--- config.mk ---
export PLATFORM = sky130hd
export DESIGN_NAME = uart_main_controller
export DESIGN_NICKNAME = d
export VERILOG_FILES = /design/src/rtl/uart_main_controller_pkg.sv /design/src/rtl/uart_main_controller.sv
export SDC_FILE = /design/constraint.sdc
export NUM_CORES = 1
export LEC_CHECK = 0
export CAP_MARGIN = 15
export CORE_MARGIN = 5
export CORE_UTILIZATION = 35
export DETAILED_ROUTE_END_ITERATION = 16
export HOLD_SLACK_MARGIN = 0.05
export PLACE_DENSITY = 0.73
export SYNTH_ARGS = -nofsm -noshare
export SYNTH_HDL_FRONTEND = slang
export SYNTH_SLANG_ARGS = --single-unit
export TNS_END_PERCENT = 1
--- constraint.sdc ---
create_clock -name clk_i -period 2.7 [get_ports clk_i]
set_input_delay 0.27 -clock clk_i [delete_from_list [all_inputs] [get_ports clk_i]]
set_output_delay 0.27 -clock clk_i [all_outputs]
set_load 0.1 [all_outputs]
--- src/rtl/uart_main_controller_pkg.sv ---
// Shared constants, types and packet helper for the UART main controller.
// Packets on the configuration link are {id[1:0], 4'b0000, option[1:0]}.
package UART_pkg;

    localparam int         RX_FIFO_DEPTH = 16;
    localparam logic [7:0] ACKN_PKT      = 8'hFF;

    localparam logic [1:0] END_CONFIGURATION_ID = 2'b00;
    localparam logic [1:0] DATA_WIDTH_ID        = 2'b01;
    localparam logic [1:0] PARITY_MODE_ID       = 2'b10;
    localparam logic [1:0] STOP_BITS_ID         = 2'b11;

    localparam logic [1:0] STD_DATA_WIDTH  = 2'b11;
    localparam logic [1:0] STD_PARITY_MODE = 2'b00;
    localparam logic [1:0] STD_STOP_BITS   = 2'b00;

    typedef struct packed {
        logic [1:0] dataWidth;
        logic [1:0] parityMode;
        logic [1:0] stopBits;
    } uartConfig_t;

    localparam uartConfig_t STD_CONFIG = '{dataWidth:  STD_DATA_WIDTH,
                                           parityMode: STD_PARITY_MODE,
                                           stopBits:   STD_STOP_BITS};

    typedef enum logic [2:0] {
        ERR_NONE    = 3'b000,
        ERR_FRAME   = 3'b001,
        ERR_PARITY  = 3'b010,
        ERR_OVERRUN = 3'b011,
        ERR_CONFIG  = 3'b100
    } uartError_t;

    typedef enum logic [3:0] {
        ST_MAIN              = 4'd0,
        ST_REQ_MST           = 4'd1,
        ST_WAIT_REQ_ACKN_MST = 4'd2,
        ST_SETUP_MST         = 4'd3,
        ST_WAIT_TX_MST       = 4'd4,
        ST_WAIT_ACKN_MST     = 4'd5,
        ST_WAIT_REQ_ACKN_SLV = 4'd6,
        ST_WAIT_TX_SLV       = 4'd7,
        ST_SETUP_SLV         = 4'd8,
        ST_SEND_ACKN_SLV     = 4'd9
    } uartState_t;

    function automatic logic [7:0] assemble_packet(input logic [1:0] id, input logic [1:0] option);
        return {id, 4'b0000, option};
    endfunction

endpackage

--- src/rtl/uart_main_controller.sv ---
// Central UART FSM: host FIFO forwarding, error latching and master/slave configuration handshake.
// Optional macro CONFIG_ACKN_CHECK_EN: received ack bytes must equal ACKN_PKT, otherwise the handshake aborts.
module uart_main_controller
    import UART_pkg::*;
(
    input  logic       clk_i,
    input  logic       rst_n_i,
    input  logic       interrupt_ackn_i,
    input  logic [7:0] data_rx_i,
    input  logic [7:0] data_tx_i,
    input  logic       tx_done_i,
    input  logic       req_done_i,
    input  logic       frame_error_i,
    input  logic       parity_i,
    input  logic       overrun_error_i,
    input  logic       configuration_error_i,
    input  logic       rx_fifo_empty_i,
    input  logic       tx_fifo_empty_i,
    input  logic       rx_fifo_read_i,
    input  logic       tx_fifo_write_i,
    input  logic       config_req_slv_i,
    input  logic       config_req_mst_i,
    input  logic       std_config_i,
    input  logic [5:0] config_i,
    input  logic       data_stream_mode_i,
    input  logic       req_ackn_i,
    output logic       STR_en_o,
    output logic [5:0] config_o,
    output logic       config_req_mst_o,
    output logic       data_stream_mode_o,
    output logic       configuration_done_o,
    output logic       req_ackn_o,
    output logic       rx_fifo_read_o,
    output logic       tx_fifo_write_o,
    output logic [7:0] data_tx_o,
    output logic [2:0] error_o
);

    uartState_t  stateR, nextStateS;
    uartConfig_t configR, shadowR;
    uartError_t  errorR, newErrS;
    logic [1:0]  pktIdxR;
    logic        endSeenR, cfgReqMstR, streamModeR, cfgDoneR, reqAcknR;
    logic        acknOkS, ackMismatchS, abortS, inConfigS;
    logic        rxPopS, txWriteS;
    logic [7:0]  txDataS, mstPktS;

`ifdef CONFIG_ACKN_CHECK_EN
    assign acknOkS = (data_rx_i == ACKN_PKT);
`else
    assign acknOkS = 1'b1;
`endif

    assign inConfigS    = (stateR != ST_MAIN);
    assign ackMismatchS = ((stateR == ST_WAIT_REQ_ACKN_MST) || (stateR == ST_WAIT_ACKN_MST))
                          && !rx_fifo_empty_i && !acknOkS;
    assign abortS       = inConfigS && (configuration_error_i || ackMismatchS);

    // State register
    always_ff @(posedge clk_i or negedge rst_n_i) begin
        if (!rst_n_i) begin
            stateR <= ST_MAIN;
        end else begin
            stateR <= nextStateS;
        end
    end

    // Next-state logic; an abort overrides every configuration state
    always_comb begin
        nextStateS = stateR;
        if (abortS) begin
            nextStateS = ST_MAIN;
        end else begin
            case (stateR)
                ST_MAIN: begin
                    if (config_req_slv_i)      nextStateS = ST_WAIT_REQ_ACKN_SLV;
                    else if (config_req_mst_i) nextStateS = ST_REQ_MST;
                    else                       nextStateS = ST_MAIN;
                end
                ST_REQ_MST: begin
                    if (req_done_i) nextStateS = ST_WAIT_REQ_ACKN_MST;
                    else            nextStateS = ST_REQ_MST;
                end
                ST_WAIT_REQ_ACKN_MST: begin
                    if (!rx_fifo_empty_i) nextStateS = ST_SETUP_MST;
                    else                  nextStateS = ST_WAIT_REQ_ACKN_MST;
                end
                ST_SETUP_MST: nextStateS = ST_WAIT_TX_MST;
                ST_WAIT_TX_MST: begin
                    if (tx_done_i) nextStateS = ST_WAIT_ACKN_MST;
                    else           nextStateS = ST_WAIT_TX_MST;
                end
                ST_WAIT_ACKN_MST: begin
                    if (rx_fifo_empty_i)        nextStateS = ST_WAIT_ACKN_MST;
                    else if (pktIdxR == 2'd3)   nextStateS = ST_MAIN;
                    else                        nextStateS = ST_SETUP_MST;
                end
                ST_WAIT_REQ_ACKN_SLV: begin
                    if (req_ackn_i) nextStateS = ST_WAIT_TX_SLV;
                    else            nextStateS = ST_WAIT_REQ_ACKN_SLV;
                end
                ST_WAIT_TX_SLV: begin
                    if (!tx_done_i)    nextStateS = ST_WAIT_TX_SLV;
                    else if (endSeenR) nextStateS = ST_MAIN;
                    else               nextStateS = ST_SETUP_SLV;
                end
                ST_SETUP_SLV: begin
                    if (!rx_fifo_empty_i) nextStateS = ST_SEND_ACKN_SLV;
                    else                  nextStateS = ST_SETUP_SLV;
                end
                ST_SEND_ACKN_SLV: nextStateS = ST_WAIT_TX_SLV;
                default:          nextStateS = ST_MAIN;
            endcase
        end
    end

    // Outgoing master packet for the current index; index 3 is the END packet
    always_comb begin
        case (pktIdxR)
            2'd0:    mstPktS = assemble_packet(DATA_WIDTH_ID, shadowR.dataWidth);
            2'd1:    mstPktS = assemble_packet(PARITY_MODE_ID, shadowR.parityMode);
            2'd2:    mstPktS = assemble_packet(STOP_BITS_ID, shadowR.stopBits);
            default: mstPktS = assemble_packet(END_CONFIGURATION_ID, 2'b00);
        endcase
    end

    // FIFO strobes and TX data, combinational from state and inputs
    always_comb begin
        rxPopS   = 1'b0;
        txWriteS = 1'b0;
        txDataS  = 8'h00;
        case (stateR)
            ST_MAIN: begin
                rxPopS   = rx_fifo_read_i & ~rx_fifo_empty_i;
                txWriteS = tx_fifo_write_i;
                txDataS  = data_tx_i;
            end
            ST_WAIT_REQ_ACKN_MST, ST_WAIT_ACKN_MST, ST_SETUP_SLV: begin
                rxPopS = ~rx_fifo_empty_i;
            end
            ST_SETUP_MST: begin
                txWriteS = 1'b1;
                txDataS  = mstPktS;
            end
            ST_WAIT_REQ_ACKN_SLV: begin
                txWriteS = req_ackn_i;
                txDataS  = ACKN_PKT;
            end
            ST_SEND_ACKN_SLV: begin
                txWriteS = 1'b1;
                txDataS  = ACKN_PKT;
            end
            default: begin
                rxPopS   = 1'b0;
                txWriteS = 1'b0;
                txDataS  = 8'h00;
            end
        endcase
    end

    // Configuration datapath: shadow register, packet index, active configuration and pulses
    always_ff @(posedge clk_i or negedge rst_n_i) begin
        if (!rst_n_i) begin
            configR    <= STD_CONFIG;
            shadowR    <= STD_CONFIG;
            pktIdxR    <= 2'd0;
            endSeenR   <= 1'b0;
            cfgReqMstR <= 1'b0;
            cfgDoneR   <= 1'b0;
            reqAcknR   <= 1'b0;
        end else begin
            cfgDoneR <= 1'b0;
            reqAcknR <= 1'b0;
            if (abortS) begin
                pktIdxR    <= 2'd0;
                endSeenR   <= 1'b0;
                cfgReqMstR <= 1'b0;
            end else begin
                case (stateR)
                    ST_MAIN: begin
                        if (config_req_slv_i) begin
                            shadowR  <= configR;
                            endSeenR <= 1'b0;
                            reqAcknR <= 1'b1;
                        end else if (config_req_mst_i) begin
                            shadowR    <= uartConfig_t'(config_i);
                            pktIdxR    <= 2'd0;
                            cfgReqMstR <= 1'b1;
                        end else if (std_config_i) begin
                            configR <= STD_CONFIG;
                        end
                    end
                    ST_WAIT_ACKN_MST: begin
                        if (!rx_fifo_empty_i) begin
                            if (pktIdxR == 2'd3) begin
                                configR    <= shadowR;
                                cfgDoneR   <= 1'b1;
                                cfgReqMstR <= 1'b0;
                                pktIdxR    <= 2'd0;
                            end else begin
                                pktIdxR <= pktIdxR + 2'd1;
                            end
                        end
                    end
                    ST_WAIT_TX_SLV: begin
                        if (tx_done_i && endSeenR) begin
                            configR  <= shadowR;
                            cfgDoneR <= 1'b1;
                            endSeenR <= 1'b0;
                        end
                    end
                    ST_SETUP_SLV: begin
                        if (!rx_fifo_empty_i) begin
                            case (data_rx_i[7:6])
                                DATA_WIDTH_ID:  shadowR.dataWidth  <= data_rx_i[1:0];
                                PARITY_MODE_ID: shadowR.parityMode <= data_rx_i[1:0];
                                STOP_BITS_ID:   shadowR.stopBits   <= data_rx_i[1:0];
                                default:        endSeenR           <= 1'b1;
                            endcase
                        end
                    end
                    default: begin
                        pktIdxR <= pktIdxR;
                    end
                endcase
            end
        end
    end

    // Highest-priority active error; an abort counts as a configuration error
    always_comb begin
        if (configuration_error_i || abortS) newErrS = ERR_CONFIG;
        else if (overrun_error_i)            newErrS = ERR_OVERRUN;
        else if (frame_error_i)              newErrS = ERR_FRAME;
        else if (parity_i)                   newErrS = ERR_PARITY;
        else                                 newErrS = ERR_NONE;
    end

    // Error latch: a new error in the same cycle beats the host clear
    always_ff @(posedge clk_i or negedge rst_n_i) begin
        if (!rst_n_i) begin
            errorR <= ERR_NONE;
        end else if (newErrS != ERR_NONE) begin
            errorR <= newErrS;
        end else if (interrupt_ackn_i) begin
            errorR <= ERR_NONE;
        end
    end

    // Stream-mode register
    always_ff @(posedge clk_i or negedge rst_n_i) begin
        if (!rst_n_i) begin
            streamModeR <= 1'b0;
        end else begin
            streamModeR <= data_stream_mode_i;
        end
    end

    assign STR_en_o             = (stateR == ST_REQ_MST);
    assign config_o             = configR;
    assign config_req_mst_o     = cfgReqMstR;
    assign data_stream_mode_o   = streamModeR;
    assign configuration_done_o = cfgDoneR;
    assign req_ackn_o           = reqAcknR;
    assign rx_fifo_read_o       = rxPopS;
    assign tx_fifo_write_o      = txWriteS;
    assign data_tx_o            = txDataS;
    assign error_o              = errorR;

endmodule

==> qor.csv <==
stage;metric;value;unit
routing;wl;5.28;mm
synth;synth.yosys.warnings;0;
synth;yosys.area.top_type;dfrtp_1;
final_layout;drive_above_1_share;21.7;%
place;io_buffer_count;58;
synth;synth_nets;257;
synth;synth_common_cells;nand2_1 (24), nor2_1 (24), dfrtp_1 (22);
critical_path;critical_path_required;2.43;ns
sta;finalSetupViolations;0;
clock_tree;root_buffer;clkbuf_8;
sta;hold_violations;0;
grt;gr-total-overflow;0;
critical_path;start_kind;register;
die;core.rowCount;26;
grt;use_met2;27.1;%
clock_tree;clk_pin_slew;0.09;ns
routing;drc_errors;0;
routing;viasPerCell;5.35;
critical_path;r2r-start;stateR[2]$_DFF_PN0_;
grt;top_usage_layer;met2;
critical_path;critPathMaxFanout;17;
grt;grt_pass1_wl;8.53;mm
place;hpwlAfterDp;4.15;mm
final_layout;final_nets;322;
synth;dominantRegCellSynth;dfrtp_1;
clock_tree;clock-sinks;26;
clock_tree;clk_path_buf_depth;2;
die;dieArea;6630;sq um
clock_tree;clk-insertion-delay-late;0.27;ns
critical_path;r2r_end;config_o[0]$_DFFE_PN0P_;
grt;grtUsageMet3;2.52;%
clock_tree;numCtsBuffers;3;
worst_hold_path;hp-class;in -> async;
synth;synth_area_leaders;dfrtp_1 (31%), mux2_2 (6.3%), a21oi_1 (5.9%), dfstp_2 (5.9%), nand2_1 (5.0%);
clock_tree;cts_tree;done;
synth;syn_area;1790;sq um
grt;grt_pass1_vias;1814;
routing;via_count;1852;
sta;fin_skew;0.00865;ns
synth;async_flop_share;100;%
job;drv_cap;0;
final_layout;syn_to_final_growth;47.5;%
status;status;completed;
die;fp.coreArea;5040;sq um
sta;worst_slack;0.274;ns
routing;wl_per_cell;15.3;um
synth;syn_area_per_cell;8.43;sq um
clock_tree;cts_hold_buf;0;
pwr;finalPower;3.23;mW
synth;ys_ff_latch;26;
pwr;p_per_area;1220;nW/um^2
clock_tree;htreeDepth;1;
grt;grtUsageMet1;21.5;%
grt;grtUsageTotal;16.4;%
synth;synth_edf_count;0;
routing;dr.pass1.iters;4;
grt;grt_max_degree;27;
sta;relSlewSlack;65.1;%
die;initial_core_util;35.4;%
sta;rsz0062_at_grt;false;
die;die_w;81.5;um
pwr;p_leak;1.18;nW
critical_path;rrSetupSlack;0.48;ns
die;die_h;81.5;um
sta;whs;0.353;ns
die;ios;64;
routing;ant_nets;0;
place;dp_cells;342;
final_layout;instances_no_fill;346;
pwr;irDropWorstVdd;482;uV
critical_path;arrival;2.16;ns
critical_path;r2r_cells;5;
place;gp_congestion;0.931;
critical_path;worst_setup_path_end_kind;output port;
final_layout;num_antenna_cells;0;
sta;post-route-min-period;2.43;ns
sta;max_freq;412;MHz
grt;antenna_found_initial;0;
clock_tree;post_cts_buffers;0;
sta;slew_violations;0;
routing;drt_iter0_markers;122;
synth;yosysUniqueCellTypes;41;
place;pre_cts_ws;0.473;ns
sta;tightest_slew;0.524;ns
synth;synth_cells;212;
critical_path;path_class;reg -> out;
sta;fin_crit_sh;89.8;%
synth;yosysSeqAreaShare;36.7;%
clock_tree;cts_resized;0;
synth;synth_top_cell_area_share;30.8;%
power breakdown:
group	leakage [nW]	internal (mW)	total, mW	switching [mW]
clock network	0.0288	0.130	0.251	0.121
logic	0.818	0.801	2.34	1.54
registers	0.331	0.501	0.635	0.133
state kept, by name (all words and copies together) (netlist names):
| register | flops |
|---|---|
| stateR | 4 |
| configuration_done_o | 1 |
| error_o | 3 |
| data_stream_mode_o | 1 |
| pktIdxR | 2 |
| config_req_mst_o | 1 |
| shadowR | 6 |
| endSeenR | 1 |
| req_ackn_o | 1 |
| config_o | 6 |
cells in the final DEF, fill, tap and decap left out, types with 6 or more instances in the layout:
cell type | Yosys | routed
o21ai_0 | 8 | 8
nor2_1 | 24 | 24
buf_4 | 0 | 26
mux2_2 | 10 | 10
inv_1 | 12 | 12
a21oi_1 | 21 | 21
mux2i_1 | 8 | 8
clkdlybuf4s50_1 | 0 | 34
nand2_1 | 24 | 24
nand2b_1 | 6 | 6
dfrtp_1 | 22 | 22
buf_12 | 0 | 10
cell families (layout without fill, tap and decap cells):
family          after synthesis  count (layout)  share of synthesized area, %
simple gates                 81              81                          21.4
flops                        26              26                          36.7
buf+inv                      22              86                          4.90
fa+ha+maj                     5               5                          3.50
mux                          18              18                          10.8
xor+xnor                      1               1                         0.490
compound gates               59              59                          22.2
per-layer routing:
layer	up-vias	share of wire, %
met3	12	6.2
met1	880	43
li1	892	-
met4	0	2.2
met5	-	0
met2	68	48
worst max-delay path by stage:
stage / start / endpoint / slack [ns]
after floorplan: stateR[3]$_DFF_PN0_ / STR_en_o / -0.48
after global placement: configuration_error_i / config_o[1]$_DFFE_PN0P_ / 0.51
after detailed placement: stateR[2]$_DFF_PN0_ / data_tx_o[6] / 0.47
after CTS: stateR[2]$_DFF_PN0_ / data_tx_o[6] / 0.16
after global routing: stateR[0]$_DFF_PN0_ / data_tx_o[1] / 0.14
final: stateR[0]$_DFF_PN0_ / data_tx_o[1] / 0.27
per-stage QoR:
stage               setup TNS (ns)  utilization [%]  cell area [sq um]
finish                           0             52.3               2640
floorplan                    -1.08                -               1790
CTS                              0             52.2               2630
global placement                 0             51.1               2570
global route                     0             52.3               2640
detailed placement               0             51.1               2570
final cells by class:
cell class,count,area [sq um]
repair buffers,70,736
flip-flops and latches,26,656
multi-input cells,164,1060
inverters,12,45.0
clock buffers,4,55.1
well taps,70,87.6
fillers,462,2410
worst max-delay path: stages, from the launching register on:
cell and delay, ns:
dfrtp_1 0.57, buf_4 0.26, nor4_1 0.36, buf_4 0.26
nand2_1 0.07, o211ai_1 0.14, buf_12 0.22
No activity file was read; power rests on OpenSTA's default activity.
